==> src/rtl/core_reg_bank.sv <==
// core_reg_bank: configurable register bank for the matrix-multiply cores.
// Each register can be loaded from the shared bus, cleared, incremented,
// decremented, or loaded-and-incremented in a single edge. The bus and the
// memory pointer outputs are combinational. Two registered equality flags
// compare fixed register pairs.
module core_reg_bank #(
   parameter int DATA_W    = 8,
   parameter int NUM_REGS  = 14,
   parameter int SEL_W     = 4,
   parameter int PTR_BASE  = 0,
   parameter int NUM_PTR   = 4,
   parameter int PTR_SEL_W = 2,
   parameter int SAT       = 0,
   parameter int CMP_A0    = 10,
   parameter int CMP_B0    = 11,
   parameter int CMP_A1    = 7,
   parameter int CMP_B1    = 8
) (
   input  logic                         CLK,
   input  logic                         RST_N,
   input  logic [NUM_REGS-1:0]          WRT_en,
   input  logic [NUM_REGS-1:0]          INC_en,
   input  logic [NUM_REGS-1:0]          DEC_en,
   input  logic [NUM_REGS-1:0]          CLR_en,
   input  logic [NUM_REGS-1:0]          LDI_en,
   input  logic [DATA_W-1:0]            Ddin,
   input  logic [SEL_W-1:0]             Bus_Select,
   input  logic [PTR_SEL_W-1:0]         PCtrl,
   output logic [DATA_W-1:0]            BUSo,
   output logic [DATA_W-1:0]            DAddress,
   output logic                         Z1,
   output logic                         Z2,
   output logic [NUM_REGS*DATA_W-1:0]   REGS_flat
);

   logic [DATA_W-1:0] regs_q [NUM_REGS];
   logic [DATA_W-1:0] regs_d [NUM_REGS];
   logic              z1_d;
   logic              z2_d;

   // Reject configurations whose selects or compare indices cannot address the bank.
   generate
      if ((1 << SEL_W) < NUM_REGS + 1) begin : g_bad_sel_w
         $error("core_reg_bank: SEL_W too narrow for NUM_REGS+1 bus slots");
      end
      if ((1 << PTR_SEL_W) < NUM_PTR) begin : g_bad_ptr_sel_w
         $error("core_reg_bank: PTR_SEL_W too narrow for NUM_PTR");
      end
      if (PTR_BASE < 0 || NUM_PTR < 1 || PTR_BASE + NUM_PTR > NUM_REGS) begin : g_bad_ptr
         $error("core_reg_bank: pointer window exceeds register bank");
      end
      if (CMP_A0 < 0 || CMP_A0 >= NUM_REGS || CMP_B0 < 0 || CMP_B0 >= NUM_REGS) begin : g_bad_cmp0
         $error("core_reg_bank: compare pair 0 index out of range");
      end
      if (CMP_A1 < 0 || CMP_A1 >= NUM_REGS || CMP_B1 < 0 || CMP_B1 >= NUM_REGS) begin : g_bad_cmp1
         $error("core_reg_bank: compare pair 1 index out of range");
      end
   endgenerate

   // Increment that either wraps or sticks at all-ones depending on SAT.
   function automatic logic [DATA_W-1:0] inc_val(input logic [DATA_W-1:0] v);
      if ((SAT != 0) && (v == {DATA_W{1'b1}})) return v;
      return v + DATA_W'(1);
   endfunction

   // Decrement that either wraps or sticks at zero depending on SAT.
   function automatic logic [DATA_W-1:0] dec_val(input logic [DATA_W-1:0] v);
      if ((SAT != 0) && (v == '0)) return v;
      return v - DATA_W'(1);
   endfunction

   // Bus multiplexer: slot 0 is memory data, slot k is register k-1, unused slots read zero.
   always_comb begin
      BUSo = '0;
      if (Bus_Select == '0) begin
         BUSo = Ddin;
      end else begin
         for (int r = 0; r < NUM_REGS; r++) begin
            if (int'(Bus_Select) == r + 1) BUSo = regs_q[r];
         end
      end
   end

   // Pointer multiplexer: selects within the pointer window, zero outside it.
   always_comb begin
      DAddress = '0;
      for (int p = 0; p < NUM_PTR; p++) begin
         if (int'(PCtrl) == p) DAddress = regs_q[PTR_BASE + p];
      end
   end

   // Per-register next value; clear beats write beats load-increment beats inc/dec.
   always_comb begin
      for (int r = 0; r < NUM_REGS; r++) begin
         regs_d[r] = regs_q[r];
         if (CLR_en[r]) begin
            regs_d[r] = '0;
         end else if (WRT_en[r]) begin
            regs_d[r] = BUSo;
         end else if (LDI_en[r]) begin
            regs_d[r] = inc_val(BUSo);
         end else if (INC_en[r] && DEC_en[r]) begin
            regs_d[r] = regs_q[r];
         end else if (INC_en[r]) begin
            regs_d[r] = inc_val(regs_q[r]);
         end else if (DEC_en[r]) begin
            regs_d[r] = dec_val(regs_q[r]);
         end
      end
   end

   // Equality flags are computed from the current contents and land one edge later.
   always_comb begin
      z1_d = (regs_q[CMP_A0] == regs_q[CMP_B0]);
      z2_d = (regs_q[CMP_A1] == regs_q[CMP_B1]);
   end

   // State update for the register array and flags, cleared asynchronously.
   always_ff @(posedge CLK or negedge RST_N) begin
      if (!RST_N) begin
         for (int r = 0; r < NUM_REGS; r++) regs_q[r] <= '0;
         Z1 <= 1'b0;
         Z2 <= 1'b0;
      end else begin
         for (int r = 0; r < NUM_REGS; r++) regs_q[r] <= regs_d[r];
         Z1 <= z1_d;
         Z2 <= z2_d;
      end
   end

   generate
      for (genvar g = 0; g < NUM_REGS; g++) begin : g_flat
         assign REGS_flat[g*DATA_W +: DATA_W] = regs_q[g];
      end
   endgenerate

endmodule

==> config.mk <==
export PLATFORM = sky130hd
export DESIGN_NAME = core_reg_bank
export DESIGN_NICKNAME = d
export VERILOG_FILES = /design/src/rtl/core_reg_bank.sv
export SDC_FILE = /design/constraint.sdc
export NUM_CORES = 1
export LEC_CHECK = 0
export ABC_AREA = 1
export CORE_ASPECT_RATIO = 1.75
export CORE_MARGIN = 5
export CORE_UTILIZATION = 40
export DETAILED_ROUTE_END_ITERATION = 8
export GPL_TIMING_DRIVEN = 0
export PLACE_DENSITY = 0.66
export SYNTH_ARGS = -nofsm -noshare
export SYNTH_HDL_FRONTEND = slang
export SYNTH_SLANG_ARGS = --single-unit
==> constraint.sdc <==
create_clock -name CLK -period 2.41 [get_ports CLK]
set_input_delay 0.241 -clock CLK [delete_from_list [all_inputs] [get_ports CLK]]
set_output_delay 0.241 -clock CLK [all_outputs]
set_load 0.1 [all_outputs]
# == After elaboration in Yosys (flattened, before gate mapping) ==
# Cells that the tools add are included.
# word_totals
input_bits,86
ff_bits,114
# classes
mux,103
add_sub_neg,29
eq_ne,33
n_reduce_logical,44
# op_table
cell,count
8-bit two-way mux,103
8-bit by 1-bit adder with 8-bit output (second input constant),15
8-bit by 1-bit subtractor with 8-bit output (second input constant),14
5-bit nonzero test,14
4-bit != test (second input constant),14
4-bit == test (second input constant),8
2-bit AND reduction,14
4-bit by 3-bit == test with 1-bit output (second input constant),4
8-bit == test,2
1-bit logical AND,14
4-bit by 2-bit == test with 1-bit output (second input constant),2
2-bit == test (second input constant),2
4-bit logical NOT,1
2-bit by 1-bit == test with 1-bit output (second input constant),1
2-bit logical NOT,1

# == Logic depth before layout (Yosys ltp) ==
# Gate-level depths: netlist of the first run.
# depth
depth_word,20
mapped_depth,22
ltp_nobuf,20

# == Worst setup path before layout of the first run ==
# Ideal clock, no wire load.
# synth_path
kind,reg2reg
start,register regs_q (netlist bit REGS_flat[25])
end,register regs_q (netlist bit REGS_flat[62])
arrival_ps,4039
stages_incl_launch_ff,21
setup_time_ps,120
path_buffers,2
path_slack_ps,-1749
t_required_ps,2290
synth_period_minus_slack_ps,4159
path_cell_list,dfrtp_1 inv_1 nor3_1 nor2_1 nand4_1 nand2_1 nand4_1 nand2_1 nand3_1 nand2_1 inv_1 clkbuf_1 ha_1 inv_1 nor2_2 nand3_1 nand2_1 buf_2 nand3_1 nand2_1 nand2_1
# synth_via
elab_chain_cells,16
# synth_lines
item,line_no,source
from (decl),36,logic [DATA_W-1:0] regs_q [NUM_REGS];
8-bit two-way mux (11 in a row),79,if (int'(Bus_Select) == r + 1) BUSo = regs_q[r];
8-bit two-way mux,75,if (Bus_Select == '0) begin
named net BUSo[1],29,"output logic [DATA_W-1:0] BUSo,"
8-bit by 1-bit adder with 8-bit output,63,return v + DATA_W'(1);
8-bit two-way mux,100,end else if (LDI_en[r]) begin
8-bit two-way mux,98,end else if (WRT_en[r]) begin
8-bit two-way mux,96,if (CLR_en[r]) begin
# The timed path passes the listed nets, and every way through them passes these cells.
# A chain may end at the register's enable or synchronous reset.

# == Worst setup path after layout of the first run ==
# layout_path
start,register regs_q (netlist bit REGS_flat[10])
end,output BUSo[2]
# layout_via
elab_chain_cells,14
# layout_lines
item,line_no
8-bit two-way mux (13 in a row),79
8-bit two-way mux,75
to (decl),29
# No other way between the ends.

==> results.md, run 1 <==
- MaxCap Viol Count: 0
- FP Rows: slightly above 80
- Core Box Area: 0.0287 mm^2
- Worst Path Required: 2.17 ns
- Crit Path Category: flop to primary output
- Crit-path cells: nand3_2, nand2_2, nor2_2, nand4_1, nor2_2, nand4_1, nor2_1, nand4_1, nand2_4, clkinvlp_4, buf_12, buf_12
- Setup_tns: -20.20 ns
- Die Span Y: around 240 um
- Switching Power: 6.34 mW
- Inserted Diodes: 0
- Clk pwr share: 20.8%
- Remaining routing DRC violations: 0
- Sequential fraction of the synthesis area: 24.5%
- Clock-pin slew on the worst setup and hold paths: 0.06 ns
- Crit path max-delay cell type: dfrtp_2
- Post-DP Area: 0.0144 mm^2
- Status: finished with violations
- Hold Fails Final Rpt: 0
- Synth cell types: 42
- Worst Setup Slack, final: -0.377 ns
- Global Route Usage Sum: 30.4%
- WP data arrival: 2.55 ns
- Root Driver: clkbuf_16
- Share of layout cells above drive strength 1: 22.0%
- Worst path max stage delay: approximately 0.44 ns
- Worst r2r dst: REGS_flat[74]
- Post-synth EDFFs: 0
- Period utilization: 116%
- Vias: around 14000
- Worst path most repeated cell: nand4_1
- TritonCTS Buffers: 17
- RSZ-0062 raised after global routing: yes
- Switching Share: just over 50%
- Mapped Avg Cell Area: around 6.7 um^2
- DP HPWL: 37200 um
- Clk Latency, worst-skew pair: 0.44 ns
- Nets@finish: 2257
- Asr flop ratio synth: between 90% and 100%
- #FFs+latches synth: 114
- Ports: 216
- Initial antenna violation count: 0
- CTS H-tree depth: 4
- WL/cell: 21.7 um
- Leak Pwr: 7.90 nW
- Pin count of the biggest net entering global routing: 78
- Violated checks: setup timing
- Fmax: 0.359 GHz
- ANT nets after route: 0
- Area delta synth->final: 46.7%
- Die area: 0.0328 mm^2
- Worst path bufs/invs: 3
- Worst Setup End Kind: primary output
- Final WL: 53400 um
- Worst R2R Path Depth: 15
- Number of global-route vias before repair: 14100
- Slew Viols, Final: 0
- Worst Clk Skew: around 0.011 ns
- 1st-iter DRT viols: about 1200
- Yosys warns: 0
- Critical Path Source Type: flop
- CTS tree: yes
- CP max FO: 8
- Post-layout minimum cycle time: 2.79 ns
- Starting density of the core: between 40% and 50%
- Worst VDD drop: 0.632 mV
- IO Port Bufs: approximately 200
- Fillers: 2618
- Ys flop type: dfrtp_1
- Final Cell Area: around 0.017 mm^2
- Global-route wire length before repair: 77800 um
- GPL Wtd Cong: 0.946
- GR Overflow Total: 0
- Combinational power share: 57.7%
- Clock sink total: 114
- Slew Limit Headroom: between 20% and 30%
- Top delay family on crit path: simple AND/OR/NAND/NOR gates
- Via/cell ratio: around 5.7
- Clock buffer depth: 2
- Register share of total power: 21.5%
- Worst Tran Pin Value: 1.08 ns
- Int Pwr: 6.22 mW
- Die Wd: around 140 um
- Hold Path Class: input pin to asynchronous set/reset pin
- Setup violators final: 106
- Synthesized area: 0.0117 mm^2
- Drt pass-1 iters: 6
- R2r setup slk: -0.32 ns
- Cell area power density: 734 mW/mm^2
- Syn Inst Count: approximately 1800
- Worst R2R Start: REGS_flat[8]
- Syn nets: slightly below 2000
==> layer usage <==
metal	vias up	GRT usage [%]	wire length, um	share of wire, %
met5	-	0	0	0
met4	0	25.8	5720	11
met3	304	6.67	4840	9.1
met2	833	52.4	25300	47
met1	6539	30.8	17500	33
li1	6463	-	-	-
==> layout by cell type (no fill, tap or decap), types with 27 or more instances in the layout <==
cell	synthesis	layout
xor2_1	35	35
nand3_2	11	45
xnor2_1	53	53
dfrtp_1	114	28
nand3_1	85	49
o21ai_0	93	51
clkdlybuf4s50_1	0	160
nand4_1	32	32
nand2_2	7	27
nand2_1	437	408
dfrtp_2	0	76
inv_1	231	215
a21oi_1	134	133
buf_4	3	65
nor2_1	190	176
o21ai_2	1	34
ha_1	85	77
==> metrics by stage <==
step / hold slack, ns / utilization, % / instances / setup WS [ns] / power (mW)
finish: 0.280 / 59.6 / 2463 / -0.377 / 12.6
global route: 0.316 / 59.6 / 2463 / -0.467 / 13.0
CTS: 0.280 / 56.4 / 2427 / -0.334 / 12.0
detailed placement: 0.176 / 50.1 / 2332 / -2.09 / 8.69
global placement: 0.510 / 50.0 / 2331 / -4.41 / 8.61
floorplan: -0.0546 / - / 1752 / -0.450 / 6.80
==> cell usage after synthesis (18+ instances only) <==
cell type	n	share of area [%]
dfrtp_1	114	24
a21oi_1	134	5.7
nand3b_1	18	1.2
inv_1	231	7.4
nand4_1	32	1.7
a221oi_1	26	2.0
ha_1	85	9.1
xor2_1	35	2.6
nor2_1	190	6.1
nand2_1	437	14
o22ai_1	24	1.3
xnor2_1	53	4.0
clkbuf_1	20	0.64
o21ai_0	93	4.0
o211ai_1	26	1.7
nand3_1	85	3.6
==> sequential cells by signal, indices dropped and copies added (netlist names) <==
register and count:
REGS_flat 112, Z1 1, Z2 1
==> worst max path at each step <==
stage | startpoint | end | slack, ns | cells after the start
global route | REGS_flat[10] | BUSo[2] | -0.47 | 12
global placement | RST_N | REGS_flat[8] | -4.41 | 1
finish | REGS_flat[10] | BUSo[2] | -0.38 | 12
detailed placement | Bus_Select[3] | BUSo[2] | -2.09 | 13
CTS | REGS_flat[8] | REGS_flat[58] | -0.33 | 14
floorplan | REGS_flat[16] | REGS_flat[10] | -0.45 | 14
==> logic make-up (layout without fill, tap and decap cells) <==
group	after synthesis	count (layout)	synth area share, %
AOI/OAI and AO/OA	352	352	17.6
adders and majority gates	99	99	11.5
DFF	114	114	24.5
buffers and inverters	274	607	9.14
xor gates and xnor gates	89	89	6.75
and+or+nand+nor	824	824	30.5
==> cell type report <==
cell class,count,area [um^2],area share [%]
buffer,34,349,2.04
clock buffer,22,454,2.65
clock inverter,10,135,0.790
inverter,239,946,5.53
multi-input combinational,1364,8560,50.0
sequential,114,2990,17.4
tap,378,473,2.76
timing repair buffer,302,3210,18.7
==> timing repair <==
item / in CTS / in global routing
buffers inserted: 57 / 36
pin swaps: 61 / 111
resized for setup: 252 / 168
setup endpoints to repair: 132 / 124
hold buffers: 1 / 0
endpoints found under the hold margin: 37 / 0
cloned: 5 / 5
==> power groups by stage <==
stage	clock (mW)	combinational (mW)	sequential, mW
floorplan	0	2.51	4.29
global placement	0	5.86	2.75
detailed placement	0	5.94	2.74
CTS	2.60	6.71	2.68
global route	2.68	7.60	2.71
finish	2.61	7.25	2.70
No activity file was read; power rests on OpenSTA's default activity.
==> run 2: changes to the inputs <==
- CORE_MARGIN: 5 -> not set
- SLEW_MARGIN: not set -> 30
==> run 2 against run 1 <==
  * The run still ends with setup timing left
  * Combinational power is 2% higher
  * Worst hold slack better by 0.028 ns
  * Final area increased by 1.5%
  * Clock-buffer cell count fell by 1
  * Non-clock buffer count up 8
  * Global-route usage rose by 5.0 points
==> results.md, run 2 (synthesis gave the netlist of run 1 again) <==
- Crit-path cells: nand3_2, nand2_2, nor2_2, nand4_1, nor2_2, nand4_1, nor2_1, nand4_1, nand2_4, clkinvlp_4, buf_12, buf_12 (unchanged)
- MaxCap Viol Count: 0 (unchanged)
- Clock-pin slew on the worst setup and hold paths: 0.06 ns (about the same)
- GPL Wtd Cong: 0.979 (was 0.946)
- Drt pass-1 iters: 8 (was 6)
- Post-DP Area: 0.0144 mm^2 (about the same)
- Combinational power share: 58.6% (was 57.7%)
- Status: finished with violations (unchanged)
- Clk pwr share: 19.8% (was 20.8%)
- Violated checks: setup timing (unchanged)
- Area delta synth->final: 48.8% (was 46.7%)
- Critical Path Source Type: flop (unchanged)
- Post-Layout Cell Count: 2471 (was 2463)
- Cell area power density: 725 mW/mm^2 (was 734 mW/mm^2)
- DP Worst Slack: -2.12 ns (was -2.09 ns)
- FP Rows: 82 (unchanged)
- Worst path max stage delay: 0.45 ns (was 0.44 ns)
- Pin count of the biggest net entering global routing: 60 (was 78)
- Crit path capture: BUSo[2] (unchanged)
- Nets@finish: 2265 (was 2257)
- Most frequent cells in the layout: 389 x nand2_1, 216 x inv_1, 173 x nor2_1, 164 x clkdlybuf4s50_1, 133 x a21oi_1 (was 408 x nand2_1, 215 x inv_1, 176 x nor2_1, 160 x clkdlybuf4s50_1, 133 x a21oi_1)
- Switching Power: 6.46 mW (was 6.34 mW)
- CTS H-tree depth: 4 (unchanged)
- Hold Fails Final Rpt: 0 (unchanged)
- Worst Setup End Kind: primary output (unchanged)
- Via/cell ratio: 5.83 (was 5.74)
- Register area: 0.00298 mm^2 (was 0.00299 mm^2)
- Commonest non-fill, non-tap cell in the layout: nand2_1 (unchanged)
- Worst path most repeated cell: nand4_1 (unchanged)
- Cells after DPL: 2332 (unchanged)
- Number of global-route vias before repair: 14000 (was 14100)
- Initial antenna violation count: 0 (unchanged)
- CP Launch Point: REGS_flat[10] (unchanged)
- DP HPWL: 36100 um (was 37200 um)
- Final Cell Area: 0.0174 mm^2 (was 0.0171 mm^2)
- Leak Pwr: 7.96 nW (was 7.90 nW)
- WL/cell: 22.2 um (was 21.7 um)
- WP data arrival: 2.62 ns (was 2.55 ns)
- Period utilization: 119% (was 116%)
- Hold Path Class: input pin to flop (was input pin to asynchronous set/reset pin)
- Clock buffer depth: 2 (unchanged)
- Worst Tran Pin Value: 1.02 ns (was 1.08 ns)
- Crit path max-delay cell type: dfrtp_2 (unchanged)
- Worst Path Required: 2.17 ns (about the same)
- TritonCTS Buffers: 17 (unchanged)
- CTS tree: yes (unchanged)
- R2r setup slk: -0.39 ns (was -0.32 ns)
- WP depth: 12 (unchanged)
- Slew Limit Headroom: 32.0% (was 27.6%)
- Worst path bufs/invs: 3 (unchanged)
- Worst R2R Start: REGS_flat[25] (was REGS_flat[8])
- Max FFs per register: 112 (unchanged)
- Die Span Y: 228 um (was 236 um)
- Worst VDD drop: 0.565 mV (was 0.632 mV)
- GR Overflow Total: 0 (unchanged)
- IO Port Bufs: 201 (unchanged)
- Worst Setup Slack, final: -0.447 ns (was -0.377 ns)
- Multi-input gate area: 0.00869 mm^2 (was 0.00856 mm^2)
- Root Driver: clkbuf_16 (unchanged)
- Vias: 14400 (was 14100)
- Register share of total power: 21.5% (about the same)
- Inserted Diodes: 0 (unchanged)
- Post-layout util: 60.6% (was 59.6%)
- Top delay family on crit path: simple AND/OR/NAND/NOR gates (unchanged)
- Share of layout cells above drive strength 1: 23.4% (was 22.0%)
- Worst Clk Skew: 0.00828 ns (was 0.0111 ns)
- Crit Path Category: flop to primary output (unchanged)
- Worst hold slack: 0.308 ns (was 0.280 ns)
- Fillers: 2494 (was 2618)
- RSZ-0062 raised after global routing: yes (unchanged)
- Starting density of the core: 40.8% (was 40.6%)
- Die area: 0.0299 mm^2 (was 0.0328 mm^2)
- Global Route Usage Sum: 35.4% (was 30.4%)
- ANT nets after route: 0 (unchanged)
- Core Box Area: 0.0286 mm^2 (was 0.0287 mm^2)
- Clock sink total: 114 (unchanged)
- Setup violators final: 121 (was 106)
- CP max FO: 2 (was 8)
- Worst R2R Path Depth: 19 (was 15)
- Post-layout minimum cycle time: 2.86 ns (was 2.79 ns)
- Final WL: 54800 um (was 53400 um)
- Clk Latency, worst-skew pair: 0.43 ns (was 0.44 ns)
- Worst r2r dst: REGS_flat[100] (was REGS_flat[74])
- Slew Viols, Final: 0 (unchanged)
- Hold Path Origin: WRT_en[6]
- Fmax: 0.350 GHz (was 0.359 GHz)
- Int Pwr: 6.12 mW (was 6.22 mW)
- Remaining routing DRC violations: 0 (unchanged)
- Switching Share: 51.3% (was 50.5%)
- 1st-iter DRT viols: 1381 (was 1188)
- Ports: 216 (unchanged)
- Die Wd: 131 um (was 139 um)
- Global-route wire length before repair: 78000 um (was 77800 um)
## run 2: power groups by stage
stage	Combinational [mW]	Sequential [mW]	Clock, mW
detailed placement	5.92	2.74	0
global route	7.71	2.71	2.56
global placement	5.85	2.74	0
CTS	6.69	2.68	2.47
floorplan	2.51	4.29	0
finish	7.38	2.71	2.50
## run 2: cell type report
class                           count  share of cell area, %
Timing Repair Buffer              310                   19.2
Clock buffer                       21                   2.59
Inverter                          239                   5.48
Clock inverter                     11                  0.649
Sequential cell                   114                   17.2
Buffer                             34                   2.13
Tap cell                          378                   2.72
Multi-Input combinational cell   1364                   50.1
## run 2: metrics by stage
stage | power (mW) | TNS (ns)
5_1_grt | 13.0 | -37.33
3_5_place_dp | 8.67 | -147.03
4_1_cts | 11.8 | -12.42
6_report | 12.6 | -28.79
2_1_floorplan | 6.80 | -26.04
3_3_place_gp | 8.59 | -594.68
## run 2: worst min-delay path by stage
stage / slack (ns) / end / cells after the start
2_1_floorplan: -0.05 / REGS_flat[0] / 0
3_3_place_gp: 0.51 / REGS_flat[77] / 2
3_5_place_dp: 0.20 / Z1 / 1
4_1_cts: 0.30 / REGS_flat[104] / 4
5_1_grt: 0.35 / REGS_flat[47] / 4
6_report: 0.31 / REGS_flat[50] / 4
## run 2: metal layers
layer	share of wire (%)	up-vias	track usage, %
met2	47	961	59.6
met5	0	-	0
li1	-	6470	-
met1	32	6601	36.8
met4	12	0	29.4
met3	9.4	384	7.53
## run 2: worst register-to-register path: stages (launching register included)
cell and delay, ns:
dfrtp_4 0.42, clkinvlp_4 0.15, nor3_2 0.21, nor2_2 0.07, nand4_1 0.10, nand2_1 0.07
nand4_1 0.10, nand2_1 0.08, nand3_2 0.10, nand2_4 0.10, clkinv_8 0.07, ha_4 0.17
inv_2 0.05, nor2_4 0.22, nand2_2 0.13, nand2_4 0.17, nand2_8 0.11, clkbuf_16 0.20
o21ai_2 0.12, nand2_1 0.06
## run 2: timing repair
action                     4_1_cts  5_1_grt
setup endpoints to repair      129      127
gates cloned                     7        4
pin swaps                       63      132
hold buffers                     1        0
setup buffers                   69       30
resized for setup              297      203
hold endpoints to repair        58        0
